**config.mk**
```make
export PLATFORM = sky130hd
export DESIGN_NAME = vga_text_console_writer
export DESIGN_NICKNAME = d
export VERILOG_FILES = /design/src/rtl/vga_text_console_pkg.sv /design/src/rtl/vga_text_cell_addr.sv /design/src/rtl/vga_text_console_writer.sv
export SDC_FILE = /design/constraint.sdc
export NUM_CORES = 1
export LEC_CHECK = 0
export BUFFER_PORTS_ARGS = -buffer_cell sky130_fd_sc_hd__buf_2
export CORE_UTILIZATION = 30
export CTS_CLUSTER_SIZE = 40
export DETAILED_ROUTE_END_ITERATION = 8
export GPL_TIMING_DRIVEN = 0
export PLACE_DENSITY = 0.51
export SLEW_MARGIN = 15
export SYNTH_ARGS = -nofsm -noshare
export SYNTH_HDL_FRONTEND = slang
export SYNTH_SLANG_ARGS = --single-unit
```
**constraint.sdc**
```tcl
create_clock -name clk -period 6 [get_ports clk]
set_input_delay 0.6 -clock clk [delete_from_list [all_inputs] [get_ports clk]]
set_output_delay 0.6 -clock clk [all_outputs]
set_load 0.03 [all_outputs]
```
**src/rtl/vga_text_console_pkg.sv**
```systemverilog
// Shared types and constants for the VGA text console writer.
// No logic: enums, geometry defaults and control-code values only.
// Imported by the writer top and its address helper.
package vga_text_console_pkg;

    typedef enum logic [2:0] {
        ST_IDLE,
        ST_PUT,
        ST_SCROLL_RD,
        ST_SCROLL_WR,
        ST_BLANK,
        ST_CLEAR
    } state_t;

    localparam int COLS  = 80;
    localparam int ROWS  = 30;
    localparam int CELLS = COLS * ROWS;

    localparam logic [7:0] CH_BS      = 8'h08;
    localparam logic [7:0] CH_LF      = 8'h0A;
    localparam logic [7:0] CH_FF      = 8'h0C;
    localparam logic [7:0] CH_CR      = 8'h0D;
    localparam logic [7:0] BLANK_CHAR = 8'h20;

    // Attribute used by the clear that follows reset (white on black).
    localparam logic [7:0] RESET_ATTR = 8'h0F;

endpackage

```
**src/rtl/vga_text_cell_addr.sv**
```systemverilog
// Purpose: row/col -> linear cell address (row*NUM_COLS + col).
// Latency: combinational, zero cycles.
// Backpressure: none; pure function of its inputs.
module vga_text_cell_addr #(
    parameter int NUM_COLS = vga_text_console_pkg::COLS
) (
    input  logic [4:0]  row,
    input  logic [6:0]  col,
    output logic [11:0] addr
);
    import vga_text_console_pkg::*;

    if (NUM_COLS == 80) begin : g_shift_add
        // 80 = 64 + 16, so the multiply collapses to two shifts and an add.
        assign addr = ({7'd0, row} << 6) + ({7'd0, row} << 4) + {5'd0, col};
    end else begin : g_mul
        assign addr = 12'(row * NUM_COLS) + {5'd0, col};
    end

endmodule

```
**src/rtl/vga_text_console_writer.sv**
```systemverilog
// Purpose: turns a (char, attr) byte stream into text-card RAM writes with cursor, wrap, scroll, clear.
// Latency: printable char written the cycle after acceptance; scroll 2 cycles/cell, blank and clear 1 cycle/cell.
// Backpressure: in_ready is high only in IDLE; in_valid must hold with stable data until accepted.
module vga_text_console_writer #(
    parameter int         COLS           = vga_text_console_pkg::COLS,
    parameter int         ROWS           = vga_text_console_pkg::ROWS,
    parameter logic [7:0] BLANK_CHAR     = vga_text_console_pkg::BLANK_CHAR,
    parameter bit         CLEAR_ON_RESET = 1'b1
) (
    input  logic        clk,
    input  logic        rst,
    input  logic        in_valid,
    output logic        in_ready,
    input  logic [7:0]  in_char,
    input  logic [7:0]  in_attr,
    output logic        en,
    output logic        we,
    output logic [11:0] addr,
    output logic [15:0] wd,
    input  logic [15:0] rd,
    output logic [4:0]  cursor_row,
    output logic [6:0]  cursor_col,
    output logic        busy
);
    import vga_text_console_pkg::*;

    localparam state_t      RESET_STATE   = CLEAR_ON_RESET ? ST_CLEAR : ST_IDLE;
    localparam logic [4:0]  ROW_LAST      = 5'(ROWS - 1);
    localparam logic [6:0]  COL_LAST      = 7'(COLS - 1);
    localparam logic [11:0] COLS_A        = 12'(COLS);
    localparam logic [11:0] CELLS_A       = 12'(COLS * ROWS);
    localparam logic [11:0] SCROLL_LAST   = 12'((ROWS - 1) * COLS - 1);
    localparam logic [11:0] LAST_ROW_BASE = 12'((ROWS - 1) * COLS);
    localparam logic [11:0] BLANK_LAST    = 12'(COLS - 1);

    state_t      state_q, state_d;
    logic [4:0]  row_q, row_d;
    logic [6:0]  col_q, col_d;
    logic [11:0] cnt_q, cnt_d;
    logic [7:0]  attr_q, attr_d;
    logic        scroll_q, scroll_d;
    logic        in_ready_q, in_ready_d;
    logic        en_q, en_d;
    logic        we_q, we_d;
    logic [11:0] addr_q, addr_d;
    logic [15:0] wd_q, wd_d;
    logic [11:0] cell_addr;

    vga_text_cell_addr #(.NUM_COLS(COLS)) u_cell_addr (
        .row  (row_q),
        .col  (col_q),
        .addr (cell_addr)
    );

    // Next-state, cursor and bus decode; the bus registers always carry the access of the state being entered.
    always_comb begin
        state_d  = state_q;
        row_d    = row_q;
        col_d    = col_q;
        cnt_d    = cnt_q;
        attr_d   = attr_q;
        scroll_d = scroll_q;
        en_d     = 1'b0;
        we_d     = 1'b0;
        addr_d   = addr_q;
        wd_d     = wd_q;
        case (state_q)
            ST_IDLE: begin
                if (in_valid && in_ready_q) begin
                    attr_d = in_attr;
                    if (in_char >= 8'h20) begin
                        en_d     = 1'b1;
                        we_d     = 1'b1;
                        addr_d   = cell_addr;
                        wd_d     = {in_attr, in_char};
                        state_d  = ST_PUT;
                        scroll_d = 1'b0;
                        if (col_q == COL_LAST) begin
                            col_d = 7'd0;
                            // On the bottom row the row stays put and the scroll is armed instead.
                            if (row_q == ROW_LAST) scroll_d = 1'b1;
                            else                   row_d    = row_q + 5'd1;
                        end else begin
                            col_d = col_q + 7'd1;
                        end
                    end else begin
                        case (in_char)
                            CH_CR: col_d = 7'd0;
                            CH_BS: if (col_q != 7'd0) col_d = col_q - 7'd1;
                            CH_LF: begin
                                col_d = 7'd0;
                                if (row_q == ROW_LAST) begin
                                    state_d = ST_SCROLL_RD;
                                    cnt_d   = 12'd0;
                                    en_d    = 1'b1;
                                    addr_d  = COLS_A;
                                end else begin
                                    row_d = row_q + 5'd1;
                                end
                            end
                            CH_FF: begin
                                row_d   = 5'd0;
                                col_d   = 7'd0;
                                cnt_d   = 12'd0;
                                state_d = ST_CLEAR;
                            end
                            default: ;
                        endcase
                    end
                end
            end
            ST_PUT: begin
                if (scroll_q) begin
                    state_d = ST_SCROLL_RD;
                    cnt_d   = 12'd0;
                    en_d    = 1'b1;
                    addr_d  = COLS_A;
                end else begin
                    state_d = ST_IDLE;
                end
            end
            ST_SCROLL_RD: begin
                // Write data comes straight from rd during SCROLL_WR (see wd mux below).
                state_d = ST_SCROLL_WR;
                en_d    = 1'b1;
                we_d    = 1'b1;
                addr_d  = cnt_q;
            end
            ST_SCROLL_WR: begin
                en_d = 1'b1;
                if (cnt_q == SCROLL_LAST) begin
                    state_d = ST_BLANK;
                    cnt_d   = 12'd0;
                    we_d    = 1'b1;
                    addr_d  = LAST_ROW_BASE;
                    wd_d    = {attr_q, BLANK_CHAR};
                end else begin
                    state_d = ST_SCROLL_RD;
                    cnt_d   = cnt_q + 12'd1;
                    addr_d  = cnt_q + 12'd1 + COLS_A;
                end
            end
            ST_BLANK: begin
                if (cnt_q == BLANK_LAST) begin
                    state_d = ST_IDLE;
                end else begin
                    cnt_d  = cnt_q + 12'd1;
                    en_d   = 1'b1;
                    we_d   = 1'b1;
                    addr_d = LAST_ROW_BASE + cnt_q + 12'd1;
                    wd_d   = {attr_q, BLANK_CHAR};
                end
            end
            ST_CLEAR: begin
                // cnt is the next cell to issue, so CLEAR also works straight out of reset with the bus idle.
                if (cnt_q == CELLS_A) begin
                    state_d = ST_IDLE;
                end else begin
                    en_d   = 1'b1;
                    we_d   = 1'b1;
                    addr_d = cnt_q;
                    wd_d   = {attr_q, BLANK_CHAR};
                    cnt_d  = cnt_q + 12'd1;
                end
            end
            default: state_d = ST_IDLE;
        endcase
        in_ready_d = (state_d == ST_IDLE);
    end

    // State and output registers; reset drops the bus immediately.
    always_ff @(posedge clk or posedge rst) begin
        if (rst) begin
            state_q    <= RESET_STATE;
            row_q      <= 5'd0;
            col_q      <= 7'd0;
            cnt_q      <= 12'd0;
            attr_q     <= RESET_ATTR;
            scroll_q   <= 1'b0;
            in_ready_q <= 1'b0;
            en_q       <= 1'b0;
            we_q       <= 1'b0;
            addr_q     <= 12'd0;
            wd_q       <= 16'd0;
        end else begin
            state_q    <= state_d;
            row_q      <= row_d;
            col_q      <= col_d;
            cnt_q      <= cnt_d;
            attr_q     <= attr_d;
            scroll_q   <= scroll_d;
            in_ready_q <= in_ready_d;
            en_q       <= en_d;
            we_q       <= we_d;
            addr_q     <= addr_d;
            wd_q       <= wd_d;
        end
    end

    assign in_ready   = in_ready_q;
    assign en         = en_q;
    assign we         = we_q;
    assign addr       = addr_q;
    // rd is only valid the cycle after the read, so the copy write forwards it unregistered.
    assign wd         = (state_q == ST_SCROLL_WR) ? rd : wd_q;
    assign cursor_row = row_q;
    assign cursor_col = col_q;
    assign busy       = (state_q != ST_IDLE);

endmodule

```
# == Yosys cells after proc, flatten, opt, wreduce, memory -nomap -nowiden ==
# Index checks and enable logic that the tools add are counted.
# totals
ff_bits,67
out_inout_bits,44
in_bits,35
word_cells,122
# op_classes
add_sub_neg,9
mux,55
n_eq_ne,27
reduce_logical,19
n_lt_le_gt_ge,1
# ops
op,n
two-way mux 12 bit,15
two-way mux 16 bit,6
one-hot mux 12 bit (6 select lines),1
one-hot mux 16 bit (4 select lines),1
one-hot mux 12 bit (5 select lines),1
== test 8 x 4 -> 1 bit (second input constant),4
adder 12 x 1 -> 12 bit (second input constant),2
== test 12 bit (second input constant),2
one-hot mux 12 bit (2 select lines),1
two-way mux 7 bit,3
two-way mux 3 bit,6
one-hot mux 3 bit (6 select lines),1
two-way mux 5 bit,3
!= test 2 bit (second input constant),7
one-hot mux 7 bit (2 select lines),1
adder 11 x 9 -> 12 bit,1
adder 12 bit (first input constant),1
adder 12 x 7 -> 12 bit,1
adder 12 x 7 -> 12 bit (second input constant),1
== test 12 x 7 -> 1 bit (second input constant),1
two-way mux 1 bit,11
one-hot mux 1 bit (5 select lines),2
one-hot mux 5 bit (2 select lines),1
!= test 3 bit (second input constant),3
other kinds (29),35

# == Logic depth before layout (Yosys ltp) ==
# depth
word_depth,7
ltp_mapped,11
ltp_nobuf,10

# == Hierarchy ==
# Synthesis repeated with hierarchy kept, for this count alone.
# unflattened
hier_cells,662
hier_area_um2,5058.6
# modules_own_cells
mod,seq_area_each_um2,cells_per_inst,instances,area_each_um2
vga_text_console_writer,1684.1,622,1,4728.3
vga_text_cell_addr,0.0,40,1,330.3

# == Least setup slack after synthesis ==
# No wires, ideal clock.
# synth_timing
path_kind,reg-to-reg
from,"register row_q[2], in the netlist cursor_row[2]"
to,"register addr_q[10], in the netlist addr[10]"
arrival_ns,2.489
slack_ns,3.384
path_stages_with_launch,9
setup_ns,0.126
synth_period_minus_slack_ns,2.616
path_cell_list,dfrtp_1 > fa_1 > ha_1 > a211oi_1 > o21bai_1 > a21oi_1 > xor2_1 > o211ai_1 > o32a_1
# synth_via
elab_chain_len,5
word_cells_on_any_way,8
# synth_rtl
item,line_no,text
start: declaration,vga_text_console_writer.sv:37,"logic [4:0] row_q, row_d;"
start signal: assignment,vga_text_console_writer.sv:187,row_q <= row_d;
adder 11 x 9 -> 12 bit,vga_text_cell_addr.sv:15,"assign addr = ({7'd0, row} << 6) + ({7'd0, row} << 4) + {5'd0, col};"
adder 12 x 7 -> 12 bit,vga_text_cell_addr.sv:15,
two-way mux 12 bit,vga_text_console_writer.sv:71,if (in_char >= 8'h20) begin
two-way mux 12 bit,vga_text_console_writer.sv:69,if (in_valid && in_ready_q) begin
one-hot mux 12 bit (6 select lines),vga_text_console_writer.sv:67,case (state_q)
end signal: assignment,vga_text_console_writer.sv:195,addr_q <= addr_d;
end: declaration,vga_text_console_writer.sv:45,"logic [11:0] addr_q, addr_d;"
# Several ways; a longest one is shown, not always the timed one. The select of a mux whose other input is x is not followed.
# A chain may end at the register's enable or synchronous reset.

# == Worst setup path in the final report ==
# layout_timing
from,register state_q[2]
to,output wd[14]
# layout_via
elab_chain_len,2
# layout_rtl
item,line_no,text
start: declaration,vga_text_console_writer.sv:36,"state_t state_q, state_d;"
start signal: assignment,vga_text_console_writer.sv:186,state_q <= state_d;
== test 3 x 2 -> 1 bit,vga_text_console_writer.sv:205,assign wd = (state_q == ST_SCROLL_WR) ? rd : wd_q;
two-way mux 16 bit,vga_text_console_writer.sv:205,
end: declaration,vga_text_console_writer.sv:19,"output logic [15:0] wd,"
# No other way between the ends.

==> impl_metrics.ini <==
[synth]
ys.flop_type = dfrtp_1
yosys_register_bits = 67
yosys.area.top_type = dfrtp_1
yosysSeqAreaShare = 0.3407
synth_top_area_frac = 0.3088
syn_inst = 606
synth_enable_flop_cells = 0
avgSynthCellArea_sq_um = 8.158
synth_area_sq_um = 4943
netlist_top_cells_area = dfrtp_1 (31%), nand2_1 (8.4%), ha_1 (5.3%), o21ai_0 (5.3%), a21oi_1 (4.0%)
ys_warn_count = 0
ys_async_sr_fraction = 1.000
synthesis.nets = 664
synth_cell_type_count = 76

[critical_path]
crit_buf_inv = 5
path_delay_family = buffers and inverters
slowest_delay_ps = 560
arrival_ps = 2810
regToRegEndpoint = cnt_q[7]
rrSetupSlack_ps = 2830
path_max_fanout = 10
endpoint_kind = output pin
critPathRequiredTime_ps = 5400
start_kind = register
reg2reg_from = cnt_q[0]
critPathSlowestCell = dfstp_2
crit_path_frequent_cell = clkbuf_1
reg2reg_depth = 10
criticalPathCategory = register to output pin
crit_chain = clkbuf_1 -> inv_1 -> nand3_1 -> clkbuf_1 -> clkbuf_1 -> nand2_1 -> nand2_1 -> buf_2

[clocking]
clkLatencyLatePin_ps = 350
htree_num_levels = 3
clock_sinks = 67
cts_buffers = 9
cts_setup_buffers = 0
cts_tree = yes
cts_resized = 0
cts_hold_buf = 0
cts_buffer_depth = 2
clkSlewWorstSetupHoldPaths_ps = 60
clockRootBuffer = clkbuf_16

[sta]
setup_violations = 0
fin_ws_ps = 2595
worstMarginPinSlew_ps = 926.2
slew_violations = 0
fin_crit_ps = 3405
hold_viol = 0
grt_setup_unrepaired = false
setup_tns_ps = 0
relSlewSlack = 0.3825
max_freq_mhz = 293.7
hold_slack_ps = 232.1
clock_skew_ps = 8.477
finalCritPeriodShare = 0.5675

[grt]
grt_first_pass_wirelength_um = 25030
grt_max_degree = 44
grt_pass1_vias = 4635
antenna_found_initial = 0
gr-total-overflow = 0
grt_usage = 0.1932

[placed_design]
port_buffers = 78
gp_congestion = 0.8842
dp_hpwl_um = 12100
postPlaceCellArea_sq_um = 5634
place_inst = 901
place_ws_ps = 2897

[power]
p_clk_frac = 0.216
power.leakage_nw = 2.676
peakVddDrop_mv = 0.2593
switchingPower_mw = 1.166
p_seq_frac = 0.298
p_int_mw = 1.356
power.density_nw_per_um2 = 425.0
p_sw_frac = 0.4623
comb_power_share = 0.487

[detailed_routing]
dr.pass1.iters = 5
drc_errors = 0
viasPerCell = 5.399
drt_iter0_markers = 438
totalWireLength_um = 15800
postRouteAntennaNets = 0
dr_total_vias = 4951
wl_per_cell_um = 17.23

[die]
die_h_um = 130.4
die-area_sq_um = 17000
io_pins = 79
die_x_um = 130.4
num_rows = 46
core_sq_um = 16000
initial_core_util = 0.3090

[cells_and_area]
seq_area_sq_um = 1684
fin_area_sq_um = 5936
drive_gt1_frac = 0.1997
final_cells = 917
num-fill-cells = 1723
syn2layout_area_growth_pct = 20.07
fin_nets = 754
multi_input_area_sq_um = 3020
final_common_cell = nand2_1
layout_common_cells = nand2_1 (111), buf_2 (92), dfrtp_1 (61)
diodes = 0

[outcome]
status = finished, final reports clean

[hold_path]
hp-class = input pin to async pin

[job]
cap_violations = 0
[worst max-delay path by stage]
stage	from	to	cells after the start
finish	state_q[2]	wd[14]	8
CTS	state_q[2]	wd[14]	8
global route	state_q[2]	wd[7]	8
global placement	rst	cursor_row[1]	2
floorplan	cursor_row[2]	addr[10]	8
detailed placement	cnt_q[0]	cnt_q[7]	10
[worst register-to-register path: cells and delay by family (launching register included)]
family | cells | cell delay (ps)
buf+inv | 3 | 790
fa+ha+maj | 1 | 160
simple gates | 3 | 1260
compound gates | 3 | 430
flops | 1 | 420
[state kept, by name, summed over array words and instances, names as in the netlist, 3 cells and up]
signal      cells
addr           12
cursor_row      5
attr_q          8
cursor_col      7
cnt_q          12
wd_q           16
state_q         3
[kinds of logic (layout without fill, tap and decap cells)]
family | Yosys count | in the layout | synth area share
buffers and inverters | 57 | 152 | 0.04834
AO/OA/AOI/OAI | 179 | 179 | 0.2374
AND/OR/NAND/NOR | 247 | 247 | 0.2465
flip-flops | 67 | 67 | 0.3407
adder cells (fa/ha/maj) | 23 | 23 | 0.06125
multiplexers | 19 | 19 | 0.04100
XOR/XNOR | 14 | 14 | 0.02480
[cell usage after synthesis (3+ instances only)]
master and number:
o21a_1 3, dfstp_2 6, nand2b_1 10, ha_1 21, and2_1 4, nor3_1 9
nor2b_1 8, nand4_1 11, o31ai_1 9, o22a_1 5, mux2i_1 9, nor4_1 7
o21ai_1 5, nand3_1 17, or3_1 9, a31oi_1 16, o32ai_1 3, mux2_2 8
and4_1 3, a22oi_1 3, a21oi_1 40, dfrtp_1 61, inv_1 14, o211ai_1 3
a211oi_1 3, o21ai_0 52, o41ai_1 3, and3_1 10, nor2_1 29, xnor2_1 10
clkbuf_1 26, nand2_1 111, buf_2 14, o221ai_1 3, xor2_1 4, a221oi_1 3
[power by group through the flow]
stage               Sequential, mW  Combinational (mW)  Clock, mW
floorplan                    0.862               0.732          0
global placement             0.752                1.21          0
detailed placement           0.758                1.23          0
CTS                          0.750                1.23      0.557
global route                 0.775                1.35      0.573
finish                       0.751                1.23      0.544
[per-stage QoR]
stage / power (mW) / utilization
after floorplan: 1.594 / -
after global placement: 1.960 / 0.3503
after detailed placement: 1.986 / 0.3521
after CTS: 2.542 / 0.3710
after global routing: 2.698 / 0.3710
final: 2.522 / 0.3710
[metal layers]
| metal | routed length, um | up-vias | global-route usage |
|---|---|---|---|
| met5 | 0 | - | 0 |
| met4 | 405 | 0 | 0.08857 |
| met3 | 683 | 27 | 0.02747 |
| met2 | 7563 | 136 | 0.3098 |
| met1 | 7151 | 2391 | 0.2574 |
| li1 | - | 2397 | - |
[area by class of cell]
| cell class | count | area share |
|---|---|---|
| clock buffer | 9 | 0.03794 |
| inverter | 15 | 0.009907 |
| clock inverter | 7 | 0.01286 |
| timing repair buffer | 79 | 0.07040 |
| sequential | 67 | 0.2837 |
| multi-input combinational | 482 | 0.5089 |
| buffer | 42 | 0.03078 |
| tap | 216 | 0.04553 |
Power figures use the tool's default switching activity.
